`config.mk`:
```
export PLATFORM = sky130hd
export DESIGN_NAME = z80_bus_arbiter
export DESIGN_NICKNAME = d
export VERILOG_FILES = /design/src/rtl/z80_bus_arbiter.sv
export SDC_FILE = /design/constraint.sdc
export NUM_CORES = 1
export LEC_CHECK = 0
export CAP_MARGIN = 10
export CORE_AREA = 5 5 79 81
export DETAILED_ROUTE_END_ITERATION = 6
export DIE_AREA = 0 0 84 86
export HOLD_SLACK_MARGIN = 0.15
export PLACE_DENSITY_LB_ADDON = 0.1
export SYNTH_ARGS = -nofsm -noshare
export SYNTH_HDL_FRONTEND = slang
export SYNTH_SLANG_ARGS = --single-unit
```
`constraint.sdc`:
```
create_clock -name clk -period 1.6 [get_ports clk]
set_input_delay 0.16 -clock clk [delete_from_list [all_inputs] [get_ports clk]]
set_output_delay 0.16 -clock clk [all_outputs]
set_load 0.005 [all_outputs]
```
`src/rtl/z80_bus_arbiter.sv`:
```
// Bus arbiter that borrows the Z80 memory bus for a DMA requester via BUSRQ/BUSAK
// and steers a synchronous SRAM between the CPU and the DMA port.
module z80_bus_arbiter #(
    parameter int MAX_BURST = 16,
    parameter int HOLDOFF   = 4
) (
    input  logic        clk,
    input  logic        reset,
    output logic        busrq_n,
    input  logic        busak_n,
    input  logic        cpu_mreq_n,
    input  logic        cpu_rd_n,
    input  logic        cpu_wr_n,
    input  logic [15:0] cpu_addr,
    input  logic [7:0]  cpu_dout,
    output logic [7:0]  cpu_din,
    input  logic        dma_req,
    input  logic        dma_we,
    input  logic [15:0] dma_addr,
    input  logic [7:0]  dma_wdata,
    output logic        dma_gnt,
    output logic        dma_ack,
    output logic        dma_rvalid,
    output logic [7:0]  dma_rdata,
    output logic        mem_cs,
    output logic        mem_we,
    output logic [15:0] mem_addr,
    output logic [7:0]  mem_wdata,
    input  logic [7:0]  mem_rdata
);

    localparam logic [7:0] BURST_LIMIT = 8'(MAX_BURST);
    localparam logic [7:0] HOLD_LOAD   = 8'(HOLDOFF);

    typedef enum logic [2:0] {
        ST_IDLE,
        ST_REQ,
        ST_DMA,
        ST_REL,
        ST_HOLD
    } state_t;

    state_t     state_reg;
    logic [7:0] burst_reg;
    logic [7:0] hold_reg;
    logic       busrq_n_reg;
    logic       dma_gnt_reg;
    logic       rvalid_reg;

    logic       dma_mode;
    logic [7:0] burst_next;

    assign dma_mode   = (state_reg == ST_DMA);
    assign burst_next = burst_reg + 8'd1;

    assign busrq_n    = busrq_n_reg;
    assign dma_gnt    = dma_gnt_reg;
    assign dma_ack    = dma_mode & dma_req;
    assign dma_rvalid = rvalid_reg;
    // SRAM data is already one cycle late, so both return paths are plain wires.
    assign dma_rdata  = mem_rdata;
    assign cpu_din    = mem_rdata;

    always_ff @(posedge clk) begin
        if (reset) begin
            state_reg   <= ST_IDLE;
            burst_reg   <= 8'd0;
            hold_reg    <= 8'd0;
            busrq_n_reg <= 1'b1;
            dma_gnt_reg <= 1'b0;
            rvalid_reg  <= 1'b0;
        end else begin
            rvalid_reg <= dma_ack & ~dma_we;
            case (state_reg)
                ST_IDLE: begin
                    if (dma_req) begin
                        state_reg   <= ST_REQ;
                        busrq_n_reg <= 1'b0;
                    end
                end
                ST_REQ: begin
                    // Once requested the Z80 handshake is always completed.
                    if (!busak_n) begin
                        state_reg   <= ST_DMA;
                        dma_gnt_reg <= 1'b1;
                        burst_reg   <= 8'd0;
                    end
                end
                ST_DMA: begin
                    if (dma_req) begin
                        burst_reg <= burst_next;
                    end
                    if (!dma_req || (burst_next == BURST_LIMIT)) begin
                        state_reg   <= ST_REL;
                        busrq_n_reg <= 1'b1;
                        dma_gnt_reg <= 1'b0;
                    end
                end
                ST_REL: begin
                    if (busak_n) begin
                        if (HOLD_LOAD == 8'd0) begin
                            state_reg <= ST_IDLE;
                        end else begin
                            state_reg <= ST_HOLD;
                            hold_reg  <= HOLD_LOAD;
                        end
                    end
                end
                ST_HOLD: begin
                    hold_reg <= hold_reg - 8'd1;
                    if (hold_reg <= 8'd1) begin
                        state_reg <= ST_IDLE;
                    end
                end
                default: begin
                    state_reg   <= ST_IDLE;
                    busrq_n_reg <= 1'b1;
                    dma_gnt_reg <= 1'b0;
                end
            endcase
        end
    end

    always_comb begin
        mem_cs    = ~cpu_mreq_n & (~cpu_rd_n | ~cpu_wr_n);
        mem_we    = ~cpu_mreq_n & ~cpu_wr_n;
        mem_addr  = cpu_addr;
        mem_wdata = cpu_dout;
        if (dma_mode) begin
            mem_cs    = dma_req;
            mem_we    = dma_req & dma_we;
            mem_addr  = dma_addr;
            mem_wdata = dma_wdata;
        end
    end

endmodule

```
# Word-level counts from Yosys, hierarchy flattened
# Cells that the tools add are included.
# classes
n_addsub	2
reduce_logical	12
multipliers	0
order_cmp	1
shift	0
div	0
eq_ne	11
bitwise	12
mux	21
# ops
op	count
$mux 8	4
$pmux 8 s2	2
$mux 16	1
$mux 3	5
$pmux 3 s5	1
$ne 2x2->1 const B	5
$reduce_and 3->1	3
$add 8x1->8 const B	1
$eq 8x5->1 const B	1
$le 8x1->1 const B	1
$sub 8x1->8 const B	1
$eq 3x2->1 const B	2
$mux 1	6
$not 1->1	6
$pmux 1 s3	2
$reduce_or 3->1	2
$and 1x1->1	5
$reduce_and 5->1	1
$reduce_bool 2->1	2
$eq 3x1->1 const B	1
$eq 3x3->1 const B	1
$logic_not 3->1	1
$ne 2x1->1 const B	1
$reduce_and 2->1	1
3 further kinds	3
# word_totals
output_inout_bits	46
ramBits	0
memories	0
latchBits	0
input_bits	64
word_cells	65
mem_bits_ro	0
register_bits	22

# Logic depth before layout (Yosys ltp)
# Gate-level depths: netlist (run 1).
# depth
ltp_word	5
ltp_mapped	8
depth_no_buf	5

# Least setup slack after synthesis (run 1)
# Ideal clock, no wire load.
# synth_timing
path_kind	reg-to-reg
startpoint	reg state_reg[2]
endpoint	reg burst_reg[7]
path_stages_with_launch	7
n_path_buf	2
setup_time_ns	0.074
t_arrival_ns	1.471
required_ns	1.526
synth_period_minus_slack_ns	1.545
slack_ns	0.055
cell_sequence	dfxtp_1 -> buf_6 -> nor3b_2 -> buf_4 -> nand2_2 -> or4_1 -> a31oi_1
# synth_between
elab_chain_len	3
elab_cells_between_ends	7
cone_classes	eq/ne (4); mux (1); reduce/logical (2)
# synth_rtl
item	line_no	text
from (decl)	43	state_t state_reg;
from (signal assigned)	66	state_reg <= ST_IDLE;
from (signal assigned)	77	state_reg <= ST_REQ;
from (signal assigned)	84	state_reg <= ST_DMA;
$eq 3x2->1 or $eq 3x1->1 (tied branches)	74	case (state_reg)
$ne 2x2->1 (no line) or $reduce_bool 2->1 (tied branches)	--	
$reduce_and 3->1 (no line)	--	
to (signal assigned)	91	burst_reg <= burst_next;
to (decl)	44	logic [7:0] burst_reg;
# Parallel ways exist; a longest one is shown, timed or not.
# A chain may end at the register's enable or synchronous reset.

# Worst setup path in the final report (run 1)
# layout_timing
startpoint	reg state_reg[2]
endpoint	out mem_addr[9]
# layout_between
elab_chain_len	2
# layout_rtl
item	line_no	text
$eq 3x2->1	53	assign dma_mode = (state_reg == ST_DMA);
$mux 16	129	if (dma_mode) begin
to (decl)	27	output logic [15:0] mem_addr,
# No other way between the ends.

==> results of run 1 <==
-- final cells by class --
type	instances	area [sq um]	area share (%)
inverter	5	23.77	0.8113
clock inverter	1	30.03	1.025
multi-input combinational	130	1096	37.40
sequential	22	446.7	15.24
timing repair buffer	124	1202	41.03
tap	72	90.09	3.074
clock buffer	3	41.29	1.409
-- critical path, stage by stage (launching register included) --
cell	delay, ps
dfxtp_2	340
nor3b_4	220
buf_6	180
mux2_2	350
dlygate4sd2_1	260
-- per-layer routing --
metal | up-vias | part of all wire, % | track usage, %
met1 | 812 | 41 | 18.45
met5 | - | 0 | 0
met2 | 15 | 55 | 26.54
li1 | 873 | - | -
met3 | 15 | 1.8 | 2.594
met4 | 0 | 1.6 | 2.924
-- final timing paths --
path / start / end / slack (ps) / cells past startpoint
worst max-delay path: state_reg[2] / mem_addr[9] / -190 / 4
worst min-delay path: mem_rdata[4] / cpu_din[4] / 320 / 0
worst max register to register: state_reg[2] / burst_reg[7] / -110 / 7
worst min register to register: hold_reg[5] / hold_reg[5] / 490 / 1
-- cell usage after synthesis, types with 2 or more instances --
master | instances | area share, %
nand4b_1 | 4 | 2.2
nor3_1 | 4 | 1.3
or3b_2 | 2 | 1.1
or4_1 | 2 | 0.95
a21oi_1 | 14 | 4.4
buf_4 | 17 | 8.0
dfxtp_1 | 22 | 28
a211oi_1 | 3 | 1.4
o21ai_0 | 3 | 0.95
a31oi_1 | 2 | 0.79
nand2_1 | 14 | 3.3
o211a_1 | 3 | 1.9
buf_2 | 3 | 0.95
ha_1 | 3 | 2.4
nand3_1 | 7 | 2.2
a311oi_1 | 2 | 1.1
or2_2 | 2 | 0.79
clkbuf_1 | 5 | 1.2
mux2_2 | 26 | 18
nor2_1 | 12 | 2.8
o31ai_1 | 3 | 1.4
o41ai_1 | 2 | 1.1
a41oi_1 | 2 | 1.1
o211ai_1 | 3 | 1.4
inv_1 | 5 | 1.2
-- timing repair --
item	4_1_cts	5_1_grt
endpoints found under the setup margin	32	41
cloned	3	0
gates resized for setup	128	43
setup buffers	7	11
hold endpoints to repair	0	0
pin swaps	7	13
-- cells by family after synthesis --
kind of cell | count (synthesis)
AND/OR/NAND/NOR | 58
AO/OA/AOI/OAI | 43
buffers and inverters | 31
multiplexers | 26
flip-flops | 22
adder cells (fa/ha/maj) | 3
-- where the power goes --
part           leakage [nW]  switching [mW]  internal (mW)
Sequential            0.181          0.0200          0.572
Combinational         0.952           0.255          0.485
Clock                0.0357           0.192          0.334
Total                  1.17           0.467           1.39
-- through the flow --
step	instance area, sq um	worst slack, ps	hold slack (ps)
2_1_floorplan	1587	54.78	239.3
4_1_cts	2733	-282.6	320.1
3_5_place_dp	2524	-150.6	320.1
3_3_place_gp	2524	-148.6	320.1
6_report	2930	-191.1	320.0
5_1_grt	2930	-274.0	320.0
==> flow_metrics.py, run 1 <==
metrics = {
    "outcome": {
        "status": "finished, violations left",
        "violations": "negative setup slack",
    },
    "clock_network": {
        "cts_root_buf": "clkbuf_8",
        "ctsHoldBuffers": 0,
        "clock_sinks": 22,
        "clk_latency_ps": 270,
        "numCtsBuffers": 3,
        "cts_buffer_depth": 2,
        "path_clk_slew_ps": 90,
        "tritoncts": "yes",
        "cts_htree_levels": 1,
    },
    "logic_synthesis": {
        "synthDistinctLibCells": 43,
        "synthSimpleGateAreaFrac_pct": 20.50,
        "syn_avg_cell_area_sq_um": 8.670,
        "synth_edf_count": 0,
        "syn_inst": 183,
        "synth_seq_cells": 22,
        "synth-xor-area-share_pct": 0,
        "synth_mux_area_share_pct": 18.45,
        "synth_compound_area_share_pct": 18.85,
        "synthArstFlopShare_pct": 0,
        "yosysWarnings": 0,
        "synth_flop_cell": "dfxtp_1",
        "synth_top_family_by_area": "simple AND/OR/NAND/NOR gates",
        "netlist_area_sq_um": 1587,
        "yosysSeqAreaShare_pct": 27.76,
        "synth_fa_ha_area_share_pct": 2.366,
        "synth_nets": 250,
    },
    "flow_run": {
        "drv_cap": 0,
    },
    "placed_design": {
        "hpwl_microns": 4103,
        "dp.cells": 334,
        "globalplace.congestion": 0.8020,
        "portBuffers": 85,
    },
    "final_layout": {
        "most-common-layout-cells": "58 x clkdlybuf4s50_1, 25 x buf_6, 24 x buf_4",
        "final_common_cell": "clkdlybuf4s50_1",
        "fin_cells": 357,
        "utilization_pct": 54.21,
        "syn2layout_area_growth_pct": 84.70,
        "drive_gt1_share_pct": 43.16,
        "diodes": 0,
        "fillers": 512,
        "nets": 353,
    },
    "grt": {
        "antenna_found_initial": 0,
        "grt_pass1_vias": 1723,
        "grt_max_degree": 21,
        "grt_pass1_wl_microns": 8714,
        "grt_use_total_pct": 14.73,
        "overflow": 0,
    },
    "timing": {
        "fmax_ghz": 0.5583,
        "fin_ws_ps": -191.1,
        "fin_worst_skew_ps": 8.169,
        "finalHoldViolations": 0,
        "rsz0062_at_grt": "yes",
        "relSlewSlack_pct": 76.14,
        "setup-tns-final_ps": -3534,
        "layout_min_cycle_time_ps": 1791,
        "worstMarginPinSlew_ps": 357.1,
        "finalMaxSlewViolations": 0,
        "finalCritPeriodShare_pct": 111.9,
        "setup_violations": 32,
    },
    "worst_setup_path": {
        "worst_ep_required_time_ps": 1440,
        "crit_type": "register to output pin",
        "start_kind": "register",
        "cp.arrival_ps": 1630,
        "end_kind": "output pin",
        "cp_max_fo": 12,
    },
    "hold_path": {
        "worstHoldPathType": "input pin to output pin",
    },
    "routing": {
        "vias": 1715,
        "firstDrtPassIters": 4,
        "via_per_inst": 4.804,
        "drc": 0,
        "avgRoutedWirePerCell_microns": 15.90,
        "finalWirelength_microns": 5677,
        "drt_iter0_drc": 40,
        "postRouteAntennaNets": 0,
    },
    "power": {
        "power.density_nw_per_um2": 634.0,
        "irDropWorstVdd_v": 0.0005952,
        "p_leak_nw": 1.168,
        "total_power_mw": 1.858,
    },
    "floorplanning": {
        "pin_count": 110,
        "die_w_microns": 84,
        "coreArea_sq_um": 5405,
        "die_area_sq_um": 7224,
        "start_util_pct": 29.35,
        "die-height_microns": 86,
        "rows": 27,
    },
}
(Power assumes the default switching activity.)
==> run 2: changes to the inputs <==
--- a/config.mk
+++ b/config.mk
@@ -6,9 +6,9 @@
 export NUM_CORES = 1
 export LEC_CHECK = 0
 export CAP_MARGIN = 10
-export CORE_AREA = 5 5 79 81
+export CORE_AREA = 5 5 73 88
 export DETAILED_ROUTE_END_ITERATION = 6
-export DIE_AREA = 0 0 84 86
+export DIE_AREA = 0 0 78 93
 export HOLD_SLACK_MARGIN = 0.15
 export PLACE_DENSITY_LB_ADDON = 0.1
 export SYNTH_ARGS = -nofsm -noshare
==> run 2 against run 1 <==
The flow still finishes with violations (negative setup slack). Clock-buffer cell count stayed put. Flip-flop and latch count stayed put. Register-to-register slack better by 30 ps. Worst hold slack stayed put. Non-clock buffer count is 10 lower.
==> flow_metrics.py, run 2 (synthesized netlist as in run 1, its figures left out) <==
metrics = {
    "timing": {
        "setup_violations": 27,
        "layout_min_cycle_time_ps": 1724,
        "rsz0062_at_grt": "yes",
        "relSlewSlack_pct": 73.46,
        "setup-tns-final_ps": -2210,
        "finalCritPeriodShare_pct": 107.8,
        "finalMaxSlewViolations": 0,
        "fin_ws_ps": -124.3,
        "fin_worst_skew_ps": 7.589,
        "finalHoldViolations": 0,
        "fmax_ghz": 0.5799,
        "worstMarginPinSlew_ps": 397.2,
    },
    "power": {
        "seqPwrFrac_pct": 33.1,
        "irDropWorstVdd_v": 0.0005114,
        "switching_share_pct": 25.13,
        "power.density_nw_per_um2": 657.0,
        "switchingPower_mw": 0.4476,
        "p_comb_share_pct": 37.0,
        "pwr-share-clk_pct": 29.8,
        "p_leak_nw": 1.112,
        "p_int_mw": 1.334,
    },
    "worst_setup_path": {
        "end_kind": "output pin",
        "cp.arrival_ps": 1560,
        "cp_common_cell": "buf_6",
        "start_kind": "register",
        "critPathMaxStageDelay_ps": 340,
        "crit_type": "register to output pin",
        "worstPathCellList": "nor3b_4 -> buf_6 -> clkbuf_16 -> mux2_4 -> buf_6",
        "crit_slowest_cell": "dfxtp_2",
        "worst_ep_required_time_ps": 1440,
        "cp_max_fo": 7,
    },
    "final_layout": {
        "drive_gt1_share_pct": 36.73,
        "final_common_cell": "clkdlybuf4s50_1",
        "fillers": 527,
        "syn2layout_area_growth_pct": 70.90,
        "diodes": 0,
        "nets": 343,
        "fin_cells": 339,
        "most-common-layout-cells": "58 x clkdlybuf4s50_1, 22 x buf_4, 18 x dfxtp_1, 18 x buf_6",
    },
    "routing": {
        "via_per_inst": 5.050,
        "finalWirelength_microns": 5783,
        "firstDrtPassIters": 4,
        "vias": 1712,
        "drt_iter0_drc": 39,
        "avgRoutedWirePerCell_microns": 17.06,
        "drc": 0,
        "postRouteAntennaNets": 0,
    },
    "grt": {
        "grt_max_degree": 15,
        "overflow": 0,
        "grt_pass1_wl_microns": 8859,
        "grt_use_total_pct": 15.19,
        "grt_pass1_vias": 1860,
        "antenna_found_initial": 0,
    },
    "hold_path": {
        "worstHoldPathType": "input pin to output pin",
    },
    "outcome": {
        "status": "finished, violations left",
        "violations": "negative setup slack",
    },
    "floorplanning": {
        "rows": 30,
        "coreArea_sq_um": 5518,
        "die_area_sq_um": 7254,
        "die_w_microns": 78,
        "pin_count": 110,
        "start_util_pct": 28.75,
        "die-height_microns": 93,
    },
    "clock_network": {
        "clk_latency_ps": 270,
        "cts_buffer_depth": 2,
        "cts_root_buf": "clkbuf_8",
        "tritoncts": "yes",
        "cts_htree_levels": 1,
        "ctsHoldBuffers": 0,
        "numCtsBuffers": 3,
        "clock_sinks": 22,
        "path_clk_slew_ps": 80,
    },
    "flow_run": {
        "drv_cap": 0,
    },
    "placed_design": {
        "dp.cells": 330,
        "globalplace.congestion": 0.7495,
        "portBuffers": 85,
        "hpwl_microns": 4589,
    },
}
run 2: power groups by stage:
stage               Sequential [mW]  Clock [mW]  Combinational, mW
floorplan                     0.602           0              0.251
CTS                           0.589       0.548              0.608
finish                        0.590       0.531              0.660
detailed placement            0.602           0              0.609
global placement              0.601           0              0.612
global route                  0.596       0.565              0.711
run 2: critical path: cells and delay by family, from the launching register on:
kind          cells  cell delay [ps]
buf+inv           3              420
mux               1              300
simple gates      1              230
flops             1              340
run 2: final cells by class:
cell class              instances  area [sq um]  area share (%)
flip-flops and latches         22         445.4           16.43
inverters                       5         18.77          0.6922
clock inverters                 1         30.03           1.108
repair buffers                114          1064           39.22
clock buffers                   3         41.29           1.523
well taps                      64         80.08           2.953
multi-input cells             130          1032           38.07
run 2: final timing paths:
| path | cells past startpoint | startpoint | endpoint | slack, ps |
|---|---|---|---|---|
| worst max-delay path | 5 | state_reg[0] | mem_addr[15] | -120 |
| worst min-delay path | 0 | mem_rdata[6] | dma_rdata[6] | 320 |
| worst max register to register | 6 | state_reg[0] | burst_reg[7] | -80 |
| worst min register to register | 1 | hold_reg[7] | hold_reg[7] | 480 |
run 2: repair_timing:
action	in CTS	in global routing
buffers inserted	3	2
setup endpoints to repair	35	35
gates resized for setup	110	36
pin swaps	3	2
cloned	1	1
run 2: metal layers:
layer | part of all wire [%] | GRT usage [%] | up-vias | routed length (microns)
li1 | - | - | 853 | -
met1 | 38 | 16.74 | 794 | 2224
met2 | 52 | 26.67 | 52 | 2992
met3 | 7.5 | 5.491 | 13 | 434
met4 | 2.3 | 5.211 | 0 | 131
met5 | 0 | 0 | - | 0
run 2: metrics by stage:
| step | power, mW | worst slack (ps) | utilization [%] | hold slack, ps | cell area, sq um |
|---|---|---|---|---|---|
| 3_5_place_dp | 1.211 | -170.8 | 46.10 | 320.1 | 2544 |
| 6_report | 1.781 | -124.3 | 49.14 | 320.0 | 2711 |
| 3_3_place_gp | 1.213 | -180.4 | 46.10 | 320.1 | 2544 |
| 5_1_grt | 1.871 | -178.6 | 49.14 | 320.0 | 2711 |
| 2_1_floorplan | 0.8528 | 54.78 | - | 239.3 | 1587 |
| 4_1_cts | 1.745 | -264.2 | 47.39 | 320.1 | 2615 |
==> run 3: changes to the inputs <==
--- a/config.mk
+++ b/config.mk
@@ -7,6 +7,7 @@
 export LEC_CHECK = 0
 export CAP_MARGIN = 10
 export CORE_AREA = 5 5 73 88
+export CTS_CLUSTER_DIAMETER = 50
 export DETAILED_ROUTE_END_ITERATION = 6
 export DIE_AREA = 0 0 78 93
 export HOLD_SLACK_MARGIN = 0.15
==> constraint.sdc (replaced) <==
create_clock -name clk -period 1.5 [get_ports clk]
set_input_delay 0.15 -clock clk [delete_from_list [all_inputs] [get_ports clk]]
set_output_delay 0.15 -clock clk [all_outputs]
set_load 0.005 [all_outputs]
==> run 3 against run 2 <==
The flow still finishes with violations (negative setup slack). Clock skew decreased by 4.1 ps. Global-route usage increased by 0.90 points. Combinational power increased by 31%. Sequential power increased by 6.4%. Setup slack got worse by 80 ps. Clock power decreased by 31%. Largest power group unchanged.
==> flow_metrics.py, run 3 (synthesized netlist as in run 1, its figures left out) <==
metrics = {
    "outcome": {
        "status": "finished, violations left",
        "violations": "negative setup slack",
    },
    "routing": {
        "wl_met2_microns": 3320,
        "routed.top_layer": "met4",
        "drc": 0,
        "dr_wl_met3_microns": 201,
        "vias": 1720,
        "finalWirelength_microns": 6089,
        "via_per_inst": 4.928,
        "firstDrtPassIters": 4,
        "wl_met1_microns": 2526,
        "avgRoutedWirePerCell_microns": 17.45,
        "postRouteAntennaNets": 0,
        "drt_iter0_drc": 54,
    },
    "clock_network": {
        "numCtsBuffers": 3,
        "cts_htree_levels": 1,
        "cts_buffer_depth": 2,
        "path_clk_slew_ps": 80,
        "clock_sinks": 22,
        "clk_latency_ps": 260,
        "tritoncts": "yes",
        "ctsHoldBuffers": 0,
        "cts_root_buf": "clkbuf_8",
    },
    "timing": {
        "setup_violations": 36,
        "setup-tns-final_ps": -5726,
        "finalHoldViolations": 0,
        "rsz0062_at_grt": "yes",
        "worstMarginPinSlew_ps": 290.7,
        "finalCritPeriodShare_pct": 113.6,
        "fin_worst_skew_ps": 3.517,
        "fin_ws_ps": -204.3,
        "finalMaxSlewViolations": 0,
        "relSlewSlack_pct": 80.56,
        "layout_min_cycle_time_ps": 1704,
        "fmax_ghz": 0.5868,
    },
    "placed_design": {
        "portBuffers": 85,
        "placed_area_sq_um": 2579,
        "hpwl_microns": 4404,
        "globalplace.congestion": 0.7886,
        "dp_slack_ps": -268.6,
    },
    "hold_path": {
        "worstHoldPathType": "input pin to output pin",
        "hold_depth": 0,
        "hp-start": "mem_rdata[6]",
        "min_to": "cpu_din[6]",
    },
    "grt": {
        "grt_pass1_wl_microns": 9418,
        "overflow": 0,
        "antenna_found_initial": 0,
        "grt_use_total_pct": 16.08,
        "grt_max_degree": 17,
        "grt_pass1_vias": 1811,
    },
    "power": {
        "total_power_mw": 1.859,
        "irDropWorstVdd_v": 0.0005859,
        "p_leak_nw": 1.250,
        "power.density_nw_per_um2": 601.7,
    },
    "worst_setup_path": {
        "crit_type": "register to output pin",
        "worst_ep_required_time_ps": 1350,
        "r2r_slack_ps": -170,
        "timing.rr.end": "burst_reg[7]",
        "timing.rr.start": "state_reg[0]",
        "end_kind": "output pin",
        "cp.arrival_ps": 1550,
        "start_kind": "register",
        "r2r_cells": 7,
        "cp_max_fo": 7,
    },
    "final_layout": {
        "drive_gt1_share_pct": 47.37,
        "fin_area_sq_um": 3089,
        "diodes": 0,
        "most-common-layout-cells": "58 x clkdlybuf4s50_1, 35 x buf_6, 24 x mux2_4, 24 x buf_4, 17 x dfxtp_1",
        "syn2layout_area_growth_pct": 94.72,
        "final_common_cell": "clkdlybuf4s50_1",
        "nets": 354,
    },
    "floorplanning": {
        "start_util_pct": 28.75,
        "pin_count": 110,
        "coreArea_sq_um": 5518,
        "rows": 30,
        "die_area_sq_um": 7254,
        "die_w_microns": 78,
        "die-height_microns": 93,
    },
    "flow_run": {
        "drv_cap": 0,
    },
}
run 3: cell types whose count changed in the layout (fill, tap and decap cells not counted), moves of 4 or more:
cell      before  now
buf_6         18   35
mux2_2        12    2
mux2_4        14   24
buf_2          8    1
a21oi_1       13    7
clkbuf_2       6    0
a21oi_2        1    6
buf_8          0    4
run 3: routing by layer:
layer  vias to the layer above  track usage [%]
met4                         0            2.817
li1                        876                -
met1                       800            20.92
met3                         4            2.987
met5                         -                0
met2                        40            27.86
run 3: metrics by stage:
stage / util (%) / hold WS [ps] / cells
6_report: 55.99 / 300.0 / 349
5_1_grt: 55.99 / 300.0 / 349
4_1_cts: 56.46 / 300.1 / 352
3_5_place_dp: 46.73 / 300.1 / 334
3_3_place_gp: 46.73 / 300.1 / 334
2_1_floorplan: - / 228.3 / 183
run 3: worst max-delay path by stage:
stage | endpoint | startpoint | slack (ps)
after CTS | mem_addr[5] | state_reg[2] | -260
after global routing | mem_we | state_reg[0] | -260
final | mem_wdata[7] | state_reg[0] | -200
after floorplan | burst_reg[2] | state_reg[0] | 9
after detailed placement | burst_reg[6] | busak_n | -270
after global placement | burst_reg[6] | busak_n | -270
run 3: final cells by class:
cell class                 count  area, sq um
multi-input combinational    130         1202
sequential                    22        451.7
fill                         488         2429
timing repair buffer         125         1287
tap                           64        80.08
clock buffer                   3        41.29
inverter                       5        26.28
run 3: repair_timing:
action,4_1_cts,5_1_grt
gates cloned,4,0
buffers inserted,11,2
gates resized for setup,206,18
setup endpoints to repair,37,43
pin swaps,14,10
endpoints found under the hold margin,0,0
run 3: where the power goes:
part / internal (mW) / switching [mW] / total, mW
combinational: 0.561 / 0.300 / 0.862
clock: 0.179 / 0.190 / 0.369
sequential: 0.607 / 0.0206 / 0.628
total: 1.35 / 0.511 / 1.86
run 3: worst max-delay path, cell delays in order (launching register included):
cell     delay, ps
dfxtp_2        340
nor3b_4        230
buf_6          150
buf_8          130
mux2_4         320
buf_6          120
